[config.mk]
export PLATFORM = sky130hd
export DESIGN_NAME = mem_access_stage_flat
export DESIGN_NICKNAME = d
export VERILOG_FILES = /design/src/rtl/mem_access_stage_if.sv /design/src/rtl/mem_access_stage.sv /design/src/flat_wrapper.sv
export SDC_FILE = /design/constraint.sdc
export NUM_CORES = 1
export LEC_CHECK = 0
export ABC_AREA = 0
export CAP_MARGIN = 20
export CORE_MARGIN = 5
export CORE_UTILIZATION = 45
export CTS_CLUSTER_DIAMETER = 60
export DETAILED_ROUTE_END_ITERATION = 6
export GPL_TIMING_DRIVEN = 0
export PLACE_DENSITY = 0.8
export SYNTH_ARGS = -nofsm -noshare
export SYNTH_HDL_FRONTEND = slang
export SYNTH_SLANG_ARGS = --single-unit
[constraint.sdc]
create_clock -name clk -period 2.5 [get_ports clk]
set_input_delay 0.5 -clock clk [delete_from_list [all_inputs] [get_ports clk]]
set_output_delay 0.5 -clock clk [all_outputs]
set_load 0.01 [all_outputs]
[src/rtl/mem_access_stage_if.sv]
// Data-bus request/acknowledge interface between the memory-access stage (master)
// and the data-side devices (slave).
interface mem_access_stage_if;
  logic        bus_req;
  logic        bus_we;
  logic [31:0] bus_addr;
  logic [3:0]  bus_be;
  logic [31:0] bus_wdata;
  logic        bus_ack;
  logic [31:0] bus_rdata;

  modport master (
    output bus_req, bus_we, bus_addr, bus_be, bus_wdata,
    input  bus_ack, bus_rdata
  );

  modport slave (
    input  bus_req, bus_we, bus_addr, bus_be, bus_wdata,
    output bus_ack, bus_rdata
  );
endinterface

[src/rtl/mem_access_stage.sv]
// Memory-access stage of the MIPS pipeline: runs loads/stores as req/ack bus transactions.
// Optional feature: define MEM_TIMEOUT_EN to abandon a transaction after TIMEOUT unacknowledged cycles.
module mem_access_stage #(
  parameter int TAG_W   = 32,
  parameter int TIMEOUT = 15
) (
  input  logic              clk,
  input  logic              reset,
  input  logic              valid_i,
  input  logic [3:0]        op_i,
  input  logic [31:0]       addr_i,
  input  logic [31:0]       wdata_i,
  input  logic [4:0]        exc_i,
  input  logic [TAG_W-1:0]  tag_i,
  input  logic              flush,
  output logic              busy,
  mem_access_stage_if.master bus,
  output logic              valid_o,
  output logic [31:0]       rdata_o,
  output logic [4:0]        exc_o,
  output logic [TAG_W-1:0]  tag_o
);

  localparam logic [3:0] OP_LW  = 4'd1;
  localparam logic [3:0] OP_LH  = 4'd2;
  localparam logic [3:0] OP_LHU = 4'd3;
  localparam logic [3:0] OP_LB  = 4'd4;
  localparam logic [3:0] OP_LBU = 4'd5;
  localparam logic [3:0] OP_SW  = 4'd6;
  localparam logic [3:0] OP_SH  = 4'd7;
  localparam logic [3:0] OP_SB  = 4'd8;

  localparam logic [4:0] EXC_ADEL = 5'd4;
  localparam logic [4:0] EXC_ADES = 5'd5;

  typedef enum logic {S_IDLE, S_WAIT} state_t;

  function automatic logic is_access(input logic [3:0] op);
    return (op >= OP_LW) && (op <= OP_SB);
  endfunction

  function automatic logic is_store(input logic [3:0] op);
    return (op >= OP_SW) && (op <= OP_SB);
  endfunction

  function automatic logic [3:0] byte_en(input logic [3:0] op, input logic [1:0] off);
    case (op)
      OP_SH:   return off[1] ? 4'b1100 : 4'b0011;
      OP_SB:   return 4'b0001 << off;
      default: return 4'b1111;
    endcase
  endfunction

  function automatic logic [31:0] store_data(input logic [3:0] op, input logic [31:0] w);
    case (op)
      OP_SH:   return {2{w[15:0]}};
      OP_SB:   return {4{w[7:0]}};
      default: return w;
    endcase
  endfunction

  // Little-endian lane select, then sign/zero extension; stores retire with zero data.
  function automatic logic [31:0] load_ext(input logic [3:0] op, input logic [1:0] off,
                                           input logic [31:0] rd);
    logic [7:0]  b;
    logic [15:0] h;
    b = 8'(rd >> {off, 3'b000});
    h = off[1] ? rd[31:16] : rd[15:0];
    case (op)
      OP_LW:   return rd;
      OP_LH:   return {{16{h[15]}}, h};
      OP_LHU:  return {16'h0000, h};
      OP_LB:   return {{24{b[7]}}, b};
      OP_LBU:  return {24'h000000, b};
      default: return 32'h0;
    endcase
  endfunction

  state_t             state_q, state_d;
  logic [3:0]         op_q, op_d;
  logic [1:0]         off_q, off_d;
  logic [TAG_W-1:0]   tag_q, tag_d;
  logic               drop_q, drop_d;
  logic               req_q, req_d;
  logic               we_q, we_d;
  logic [31:0]        baddr_q, baddr_d;
  logic [3:0]         be_q, be_d;
  logic [31:0]        bwdata_q, bwdata_d;
  logic               valid_q, valid_d;
  logic [31:0]        rdata_q, rdata_d;
  logic [4:0]         exc_q, exc_d;
  logic [TAG_W-1:0]   tago_q, tago_d;
  logic               retire;
  logic [31:0]        ret_data;
  logic [4:0]         ret_exc;

`ifdef MEM_TIMEOUT_EN
  localparam int CNT_W = $clog2(TIMEOUT + 1);
  logic [CNT_W-1:0]   cnt_q, cnt_d;
`endif

  always_comb begin
    state_d  = state_q;
    op_d     = op_q;
    off_d    = off_q;
    tag_d    = tag_q;
    drop_d   = drop_q;
    req_d    = req_q;
    we_d     = we_q;
    baddr_d  = baddr_q;
    be_d     = be_q;
    bwdata_d = bwdata_q;
    valid_d  = 1'b0;
    rdata_d  = rdata_q;
    exc_d    = exc_q;
    tago_d   = tago_q;
    retire   = 1'b0;
    ret_data = 32'h0;
    ret_exc  = 5'd0;
`ifdef MEM_TIMEOUT_EN
    cnt_d    = cnt_q;
`endif

    case (state_q)
      S_IDLE: begin
        // A flush in IDLE discards whatever Execute is presenting this cycle.
        if (valid_i && !flush) begin
          if ((exc_i == 5'd0) && is_access(op_i)) begin
            state_d  = S_WAIT;
            op_d     = op_i;
            off_d    = addr_i[1:0];
            tag_d    = tag_i;
            drop_d   = 1'b0;
            req_d    = 1'b1;
            we_d     = is_store(op_i);
            baddr_d  = {addr_i[31:2], 2'b00};
            be_d     = byte_en(op_i, addr_i[1:0]);
            bwdata_d = store_data(op_i, wdata_i);
`ifdef MEM_TIMEOUT_EN
            cnt_d    = '0;
`endif
          end else begin
            valid_d = 1'b1;
            rdata_d = 32'h0;
            exc_d   = exc_i;
            tago_d  = tag_i;
          end
        end
      end
      S_WAIT: begin
        if (flush) drop_d = 1'b1;
        if (bus.bus_ack) begin
          retire   = 1'b1;
          ret_data = load_ext(op_q, off_q, bus.bus_rdata);
          ret_exc  = 5'd0;
        end
`ifdef MEM_TIMEOUT_EN
        else if (cnt_q == CNT_W'(TIMEOUT - 1)) begin
          retire   = 1'b1;
          ret_data = 32'h0;
          ret_exc  = is_store(op_q) ? EXC_ADES : EXC_ADEL;
        end else begin
          cnt_d = cnt_q + 1'b1;
        end
`endif
        // The bus cannot abort, so a flushed access still completes but never retires.
        if (retire) begin
          state_d  = S_IDLE;
          req_d    = 1'b0;
          we_d     = 1'b0;
          baddr_d  = 32'h0;
          be_d     = 4'h0;
          bwdata_d = 32'h0;
          valid_d  = !(drop_q || flush);
          rdata_d  = ret_data;
          exc_d    = ret_exc;
          tago_d   = tag_q;
        end
      end
      default: state_d = S_IDLE;
    endcase
  end

  always_ff @(posedge clk or negedge reset) begin
    if (!reset) begin
      state_q  <= S_IDLE;
      op_q     <= 4'h0;
      off_q    <= 2'b00;
      tag_q    <= '0;
      drop_q   <= 1'b0;
      req_q    <= 1'b0;
      we_q     <= 1'b0;
      baddr_q  <= 32'h0;
      be_q     <= 4'h0;
      bwdata_q <= 32'h0;
      valid_q  <= 1'b0;
      rdata_q  <= 32'h0;
      exc_q    <= 5'd0;
      tago_q   <= '0;
`ifdef MEM_TIMEOUT_EN
      cnt_q    <= '0;
`endif
    end else begin
      state_q  <= state_d;
      op_q     <= op_d;
      off_q    <= off_d;
      tag_q    <= tag_d;
      drop_q   <= drop_d;
      req_q    <= req_d;
      we_q     <= we_d;
      baddr_q  <= baddr_d;
      be_q     <= be_d;
      bwdata_q <= bwdata_d;
      valid_q  <= valid_d;
      rdata_q  <= rdata_d;
      exc_q    <= exc_d;
      tago_q   <= tago_d;
`ifdef MEM_TIMEOUT_EN
      cnt_q    <= cnt_d;
`endif
    end
  end

  assign busy          = (state_q == S_WAIT);
  assign bus.bus_req   = req_q;
  assign bus.bus_we    = we_q;
  assign bus.bus_addr  = baddr_q;
  assign bus.bus_be    = be_q;
  assign bus.bus_wdata = bwdata_q;
  assign valid_o       = valid_q;
  assign rdata_o       = rdata_q;
  assign exc_o         = exc_q;
  assign tag_o         = tago_q;

endmodule
[src/flat_wrapper.sv]
// flat-port wrapper written by rule: the top's interface ports become plain ports
module mem_access_stage_flat 
#(
  parameter int TAG_W   = 32,
  parameter int TIMEOUT = 15
)
  (clk, reset, valid_i, op_i, addr_i, wdata_i, exc_i, tag_i, flush, busy, valid_o, rdata_o, exc_o, tag_o, bus_bus_req, bus_bus_we, bus_bus_addr, bus_bus_be, bus_bus_wdata, bus_bus_ack, bus_bus_rdata);
  mem_access_stage_if bus_i ();
  input  logic clk;
  input  logic reset;
  input  logic valid_i;
  input  logic [3:0] op_i;
  input  logic [31:0] addr_i;
  input  logic [31:0] wdata_i;
  input  logic [4:0] exc_i;
  input  logic [TAG_W-1:0] tag_i;
  input  logic flush;
  output logic busy;
  output logic valid_o;
  output logic [31:0] rdata_o;
  output logic [4:0] exc_o;
  output logic [TAG_W-1:0] tag_o;
  output wire logic [$bits(bus_i.bus_req)-1:0] bus_bus_req;
  output wire logic [$bits(bus_i.bus_we)-1:0] bus_bus_we;
  output wire logic [$bits(bus_i.bus_addr)-1:0] bus_bus_addr;
  output wire logic [$bits(bus_i.bus_be)-1:0] bus_bus_be;
  output wire logic [$bits(bus_i.bus_wdata)-1:0] bus_bus_wdata;
  input wire logic [$bits(bus_i.bus_ack)-1:0] bus_bus_ack;
  input wire logic [$bits(bus_i.bus_rdata)-1:0] bus_bus_rdata;
  assign bus_bus_req = bus_i.bus_req;
  assign bus_bus_we = bus_i.bus_we;
  assign bus_bus_addr = bus_i.bus_addr;
  assign bus_bus_be = bus_i.bus_be;
  assign bus_bus_wdata = bus_i.bus_wdata;
  assign bus_i.bus_ack = bus_bus_ack;
  assign bus_i.bus_rdata = bus_bus_rdata;
  mem_access_stage #(.TAG_W(TAG_W), .TIMEOUT(TIMEOUT)) u_core (.clk(clk), .reset(reset), .valid_i(valid_i), .op_i(op_i), .addr_i(addr_i), .wdata_i(wdata_i), .exc_i(exc_i), .tag_i(tag_i), .flush(flush), .busy(busy), .bus(bus_i), .valid_o(valid_o), .rdata_o(rdata_o), .exc_o(exc_o), .tag_o(tag_o));
endmodule
==> results.py <==
metrics = {
    "outcome": {
        "status": "finished clean",
    },
    "routing": {
        "ant_nets": 0,
        "route.met3.wl_microns": 2070,
        "drt_iter0_drc": 527,
        "met2_length_microns": 12200,
        "first_pass_iters": 7,
        "drc": 0,
        "wire_per_inst_microns": 21.9,
        "vias": 6591,
        "wl_met1_microns": 10300,
        "top_layer": "met4",
        "routed_via_density": 5.70,
        "drt-total-wl_microns": 25400,
    },
    "die": {
        "pin_count": 283,
        "row_count": 48,
        "dieArea_sq_mm": 0.0205,
        "die_w_microns": 143,
        "start_util_pct": 46.0,
        "core_region_area_sq_mm": 0.0174,
        "die_h_microns": 143,
    },
    "final_layout": {
        "nFillCells": 1328,
        "drive_gt1_share_pct": 20.0,
        "multi_input_area_sq_mm": 0.00334,
        "seq_area_sq_mm": 0.00445,
        "layout.nets": 1060,
        "area_delta_synth_final_pct": 47.8,
        "finalNonFillerCells": 1157,
    },
    "timing": {
        "hold_viol": 0,
        "setup_viol": 0,
        "timing.final.ws_setup_ns": 0.0755,
        "slew_headroom_pct": 46.1,
        "fin_hold_ws_ns": 0.0129,
        "period_minus_slack_ns": 2.42,
        "finClkSkew_ns": 0.0102,
        "worst_slew_pin_slew_ns": 0.808,
        "fmax_mhz": 412,
        "rsz0062_at_grt": "no",
        "fin_tns_setup_ns": 0,
        "slew_violations": 0,
        "min_period_over_period_pct": 97.0,
    },
    "clocking": {
        "h-tree-depth": 4,
        "clockBufferDepth": 2,
        "cts_sinks": 178,
        "path_clk_slew_ns": 0.07,
        "insertion_delay_ns": 0.43,
        "cts_buffers": 17,
        "cts-root-buf": "clkbuf_16",
        "cts_tree": "yes",
    },
    "synth": {
        "async_flop_share_pct": 100,
        "yosysTopAreaCellShare_pct": 55.7,
        "synth_area_per_cell_sq_um": 12.9,
        "yosys.area.top_type": "dfrtp_1",
        "syn_area_sq_mm": 0.00799,
        "ys_top_cells_by_area": "dfrtp_1 (56%), mux2_2 (17%), a22o_1 (8.5%)",
        "ys_top_cells_by_count": "dfrtp_1 (178), mux2_2 (119), a22o_1 (78)",
        "synth.distinct_cells": 43,
        "syn_inst": 618,
        "yosysMostFrequentCell": "dfrtp_1",
        "ys_warn_count": 0,
        "ys_ff_latch": 178,
        "synth_ff_type": "dfrtp_1",
        "ys_seq_area_share_pct": 55.7,
        "synth_edf_count": 0,
    },
    "worst_setup_path": {
        "crit_type": "input port to register",
        "critPathLaunchType": "input port",
        "reg2reg_to": "u_core.rdata_o[30]",
        "reg2reg_setup_slack_ns": 0.25,
        "cp.arrival_ns": 2.73,
        "r2r_cells": 6,
        "cp_max_fo": 10,
        "timing.rr.start": "u_core.op_q[1]",
        "critPathCaptureType": "register",
        "crit_required_ns": 2.80,
    },
    "placement": {
        "gp_congestion": 0.872,
        "pre_cts_ws_ns": -0.810,
        "hpwl_microns": 18900,
        "io_buffers": 280,
        "placed_cells": 1125,
    },
    "job": {
        "cap_violations": 0,
    },
    "power_and_ir_drop": {
        "clkPwrFrac_pct": 35.5,
        "switchingPower_mw": 1.92,
        "leakage_nw": 5.20,
        "switching_share_pct": 25.8,
        "power_frac_seq_pct": 44.2,
        "ir_worst_vdd_mv": 0.469,
        "p_per_area_mw_per_mm2": 630,
        "share_comb_of_total_power_pct": 20.3,
        "p_int_mw": 5.52,
    },
    "grt": {
        "overflow": 0,
        "grt_pass1_vias": 7031,
        "antenna_found_initial": 0,
        "grt_use_total_pct": 24.8,
        "grt_max_degree": 118,
        "grt_pass1_wl_microns": 39500,
    },
    "hold_path": {
        "hold_class": "input port to asynchronous set/reset pin",
    },
}
cells by family after synthesis:
| group | share of synthesized area (%) |
|---|---|
| flops | 55.7 |
| simple gates | 5.54 |
| compound gates | 17.4 |
| mux | 18.1 |
| other cells | 0.0469 |
| buf+inv | 3.26 |
final cells by class:
type                            instances  share of cell area (%)
Buffer                                 51                    2.40
Sequential cell                       178                    37.7
Tap cell                              225                    2.38
Inverter                                4                   0.127
Antenna cell                            1                  0.0212
Clock buffer                           21                    3.73
Multi-Input combinational cell        383                    28.3
Clock inverter                         11                    1.09
Timing Repair Buffer                  283                    24.3
worst max-delay path by stage:
stage               startpoint                  endpoint  slack (ns)
floorplan             exc_i[2]           u_core.tag_o[0]       -0.01
global placement         reset          u_core.tag_o[18]       -6.52
detailed placement     op_i[2]   u_core.bus.bus_addr[27]       -0.81
CTS                   exc_i[4]  u_core.bus.bus_wdata[17]        0.02
global route          exc_i[4]  u_core.bus.bus_wdata[17]       0.004
finish                exc_i[4]          u_core.tag_o[16]        0.08
state kept, by name, indices dropped and copies added (netlist names):
register              count
u_core.bus.bus_wdata     32
u_core.rdata_o           32
u_core.tag_o             32
u_core.tag_q             32
u_core.bus.bus_addr      30
u_core.exc_o              5
u_core.bus.bus_be         4
u_core.op_q               4
u_core.off_q              2
u_core.bus.bus_req        1
u_core.bus.bus_we         1
u_core.busy               1
u_core.drop_q             1
u_core.valid_o            1
per-layer routing:
metal  vias to the layer above  track usage (%)
li1                       2967                -
met1                      3287             31.4
met2                       291             40.9
met3                        46             7.17
met4                         0             9.02
met5                         -                0
cell usage in the layout, fill, tap and decap left out, types with 6 or more instances in the layout:
cell type / instances
a211oi_1: 6
nand3_1: 17
dfrtp_1: 178
a22oi_1: 8
o2bb2ai_1: 25
nand2_1: 18
a22o_1: 78
mux2i_1: 8
o21ai_0: 7
mux2_2: 117
buf_2: 6
clkbuf_16: 17
or3_1: 12
a21oi_1: 24
clkdlybuf4s50_1: 277
a221oi_1: 7
clkbuf_1: 31
a222oi_1: 8
critical path, cell delays in order:
cell	delay [ns]
clkdlybuf4s50_1	0.42
or4_4	0.57
or4_4	0.45
a21oi_4	0.16
buf_12	0.15
buf_12	0.13
mux2_2	0.33
power groups by stage:
| stage | clock (mW) | sequential (mW) | combinational [mW] |
|---|---|---|---|
| floorplan | 0 | 3.42 | 0.506 |
| global placement | 0 | 3.33 | 1.47 |
| detailed placement | 0 | 3.34 | 1.50 |
| CTS | 2.69 | 3.29 | 1.52 |
| global route | 2.83 | 3.33 | 1.61 |
| finish | 2.64 | 3.29 | 1.51 |
repair_timing:
action | CTS | global route
endpoints found under the hold margin | 0 | 0
pin swaps | 3 | 1
endpoints found under the setup margin | 160 | 100
hold buffers | 0 | 0
gates resized for setup | 19 | 16
buffers inserted | 2 | 0
stage by stage:
step	utilization (%)	power, mW	cell area [sq um]
CTS	67.9	7.50	11800
global placement	64.0	4.80	11100
floorplan	-	3.93	8020
detailed placement	64.2	4.84	11100
global route	68.0	7.77	11800
finish	68.1	7.45	11800
No activity file was read; power rests on OpenSTA's default activity.
==> edit 1, RTL diff (same flow settings) <==
`TAG_W` is set to 32 in 2 places; all go to 16.
--- a/src/rtl/mem_access_stage.sv
+++ b/src/rtl/mem_access_stage.sv
@@ -2,5 +2,5 @@
 // Optional feature: define MEM_TIMEOUT_EN to abandon a transaction after TIMEOUT unacknowledged cycles.
 module mem_access_stage #(
-  parameter int TAG_W   = 32,
+  parameter int TAG_W   = 16,
   parameter int TIMEOUT = 15
 ) (
--- a/src/flat_wrapper.sv
+++ b/src/flat_wrapper.sv
@@ -2,5 +2,5 @@
 module mem_access_stage_flat 
 #(
-  parameter int TAG_W   = 32,
+  parameter int TAG_W   = 16,
   parameter int TIMEOUT = 15
 )
Ports: changed (resized tag_i and tag_o); port bits go from 283 to 251. The function was not compared with the original's and may differ.
==> edit 1 against the unedited design <==
  * Total power shrank 13%
  * Sequential cell count decreased by 32
  * Sequential share of layout area fell by 1.4 points
  * Wire length down 11%
  * Design area down 15%
  * Non-clock buffer count shrank 38
  * First-iteration DRC count decreased by 0.95%
  * Register-to-register slack worse by 0.10 ns
  * Synthesized area is 16% lower
  * Sequential power is 18% lower
  * Worst setup slack improved by 0.074 ns
  * Synthesized cell count shrank 14%
==> edit 1: results (changes against the unedited design) <==
[pwr]
leakage_nw = 4.44  ; -15%
peakVddDrop_mv = 0.401  ; -15%
switchingPower_mw = 1.64  ; -14%

[outcome]
status = finished clean

[sta]
clock_skew_ns = 0.00828  ; -0.00193 ns
relSlewSlack_pct = 38.1  ; -8.0 points

[placed_design]
dp_slack_ns = -0.574  ; +0.237 ns
gp_congestion = 0.933  ; +7.1%
dp.final_hpwl_microns = 16800  ; -11%
portBuffers = 248  ; -11%

[worst_setup_path]
crit_end = u_core.rdata_o[29]
crit_arrival_ns = 2.65  ; -0.08 ns
r2r_cells = 5  ; -1
crit_path_max_fanout = 10  ; unchanged
critPathTopFamily = compound AO/OA/AOI/OAI gates
cpMaxStageDelayCell = o311ai_1
timing.rr.end = u_core.rdata_o[29]
crit_type = flip-flop to flip-flop
r2r_slack_ns = 0.15  ; -0.10 ns
critPathMaxStageDelay_ns = 0.79  ; +0.22 ns

[yosys]
synth-main-ff-cell = dfrtp_1
synth_commonest_cells = 146 x dfrtp_1, 79 x a22o_1, 39 x mux2_2
synth.area.top_cells = dfrtp_1 55%, a22o_1 10%, mux2_2 6.6%

[cells_and_area]
antenna_cells = 0  ; -1
num-fill-cells = 1077  ; -19%

[drt]
vias_per_cell = 5.95  ; +4.5%
wire_per_inst_microns = 22.7  ; +3.4%
dr.pass1.iters = 5  ; -2
drt_iter0_drc = 522  ; -0.95%

[global_routing]
grt_max_degree = 89  ; -25%
grt_pass1_vias = 6529  ; -7.1%

[clocking]
clock_latency_ns = 0.41  ; -0.02 ns
clock_path_buffers = 2  ; unchanged

## edit 1: layout make-up
type	count	area (sq um)	area share (%)
well taps	184	230	2.29
flip-flops and latches	146	3650	36.4
multi-input cells	334	2790	27.7
plain buffers	47	245	2.44
clock inverters	13	160	1.59
repair buffers	249	2510	25.0
inverters	5	18.8	0.187
clock buffers	19	443	4.41
## edit 1: logic make-up after synthesis
group / Yosys count / synth area share [%]
simple gates: 81 / 7.25
buf+inv: 52 / 3.95
compound gates: 172 / 20.7
flops: 146 / 54.7
other cells: 1 / 0.0561
mux: 79 / 13.3
## edit 1: power by group through the flow
stage          Clock (mW)  Combinational (mW)  Sequential, mW
5_1_grt              2.73                1.30            2.71
3_5_place_dp            0                1.22            2.72
3_3_place_gp            0                1.18            2.72
4_1_cts              2.62                1.23            2.69
2_1_floorplan           0               0.401            2.77
6_report             2.58                1.23            2.69
## edit 1: routing by layer
metal | track usage (%) | vias to the layer above | part of all wire, %
met5 | 0 | - | 0
met3 | 9.27 | 58 | 10
met1 | 30.7 | 2935 | 39
met2 | 42.2 | 358 | 48
li1 | - | 2585 | -
met4 | 10.9 | 0 | 2.8
## edit 1: repair_timing
| action | 4_1_cts | 5_1_grt |
|---|---|---|
| resized for setup | 1 | 2 |
| hold buffers | 0 | 0 |
| setup endpoints to repair | 57 | 13 |
| buffers inserted | 0 | 0 |
## edit 1: per-stage QoR
stage	instance area, sq um	instances
final	10000	997
after global placement	9400	964
after global routing	10000	997
after floorplan	6690	532
after CTS	10000	997
after detailed placement	9430	965
==> edit 2, RTL diff (same settings) <==
Made on the original files. Take the reset off `be_q` and load it in a clocked block of its own.
--- a/src/rtl/mem_access_stage.sv
+++ b/src/rtl/mem_access_stage.sv
@@ -192,5 +192,4 @@
       we_q     <= 1'b0;
       baddr_q  <= 32'h0;
-      be_q     <= 4'h0;
       bwdata_q <= 32'h0;
       valid_q  <= 1'b0;
@@ -210,5 +209,4 @@
       we_q     <= we_d;
       baddr_q  <= baddr_d;
-      be_q     <= be_d;
       bwdata_q <= bwdata_d;
       valid_q  <= valid_d;
@@ -220,4 +218,8 @@
 `endif
     end
+  end
+
+  always_ff @(posedge clk) begin
+    be_q <= be_d;
   end
 
Check against the original RTL: not equivalent (a bounded check fails within 4 cycles, from zero or initial values and one cycle with reset low).
==> edit 2 against the unedited design <==
  * Wire length is 1.8% lower
  * Design area rose by 1.9%
  * Clock skew increased by 0.0010 ns
  * Synthesized area up 3.8%
  * First-iteration DRC count shrank 37%
  * Worst setup slack gained 0.11 ns
  * Total power is 1.2% lower
  * Sequential cell count did not move
  * Critical path type unchanged
  * Largest cell class unchanged
  * Largest power group unchanged
==> edit 2: results (changes against the unedited design) <==
[global_routing]
groute.usage.overall_pct = 23.7  ; -1.1 points
grt_pass1_vias = 7217  ; +2.6%
grt_max_degree = 98  ; -17%
use_met3_pct = 6.98  ; -0.19 points
grt_pass1_wl_microns = 40400  ; +2.3%
use_met2_pct = 37.1  ; -3.8 points
grtUsageMet1_pct = 31.4  ; +0.060 points

[pwr]
intPower_mw = 5.43  ; -1.7%
peakVddDrop_mv = 0.487  ; +3.8%
leakage_nw = 5.09  ; -2.1%
p_comb_mw = 1.42  ; -6%
power_frac_clock_pct = 36.1  ; +0.6 points

[worst_setup_path]
crit_arrival_ns = 2.61  ; -0.12 ns
cpMaxStageDelayCell = or4_1
crit_end = u_core.off_q[1]
timing.rr.end = u_core.tag_o[28]
r2r_slack_ns = 0.19  ; -0.06 ns

[drt]
wirelength_microns = 24900  ; -1.8%
dr.pass1.iters = 5  ; -2
drt-met1-wl_microns = 10400  ; +0.81%
wl_met3_microns = 2080  ; +0.44%
vias = 6758  ; +2.5%
wire_per_inst_microns = 20.1  ; -8.2%

[placed_design]
dp.cells = 1205  ; +7.1%
gp_congestion = 0.872  ; about the same
dp.final_hpwl_microns = 18600  ; -1.6%
place_area_sq_mm = 0.0114  ; +2.5%

[yosys]
synth_commonest_cells = 174 x dfrtp_1, 83 x nand2_1, 81 x mux2_2
synth_mux_area_share_pct = 21.7  ; +3.6 points
syn_area_per_cell_sq_um = 12.0  ; -7.5%
synth_cell_types = 50  ; +16%
synth.area.top_cells = dfrtp_1 52%, mux2_2 11%, mux2i_1 5.7%
synth_edf_count = 4  ; +4
synth_compound_area_share_pct = 12.0  ; -5.4 points

[cells_and_area]
antenna_cells = 0  ; -1
num-fill-cells = 1377  ; +3.7%
nets = 1137  ; +7.3%
drive_gt1_share_pct = 15.5  ; -4.5 points

[outcome]
status = finished clean

[clocking]
cts-root-buf = clkbuf_16
cts_setup_buffers = 0  ; -2

[sta]
hold_ws_ns = 0.0565  ; +0.0436 ns
clock_skew_ns = 0.0112  ; +0.00102 ns

## edit 2: changes by cell type in the layout (fill, tap and decap cells not counted), moves of 9 or more
cell,unedited run,this run
a21oi_1,24,6
mux2i_1,8,47
o2bb2ai_1,25,16
or3_1,12,0
nand3_1,17,38
o21ai_0,7,60
nand2_1,18,83
a22o_1,78,29
mux2_1,0,35
mux2_2,117,81
## edit 2: cell type report
| class | instances | area (sq um) | area share [%] |
|---|---|---|---|
| clock buffers | 19 | 464 | 3.86 |
| well taps | 229 | 287 | 2.38 |
| multi-input cells | 454 | 3530 | 29.3 |
| inverters | 5 | 18.8 | 0.156 |
| flip-flops and latches | 178 | 4470 | 37.2 |
| plain buffers | 58 | 304 | 2.53 |
| clock inverters | 13 | 123 | 1.02 |
| repair buffers | 281 | 2840 | 23.6 |
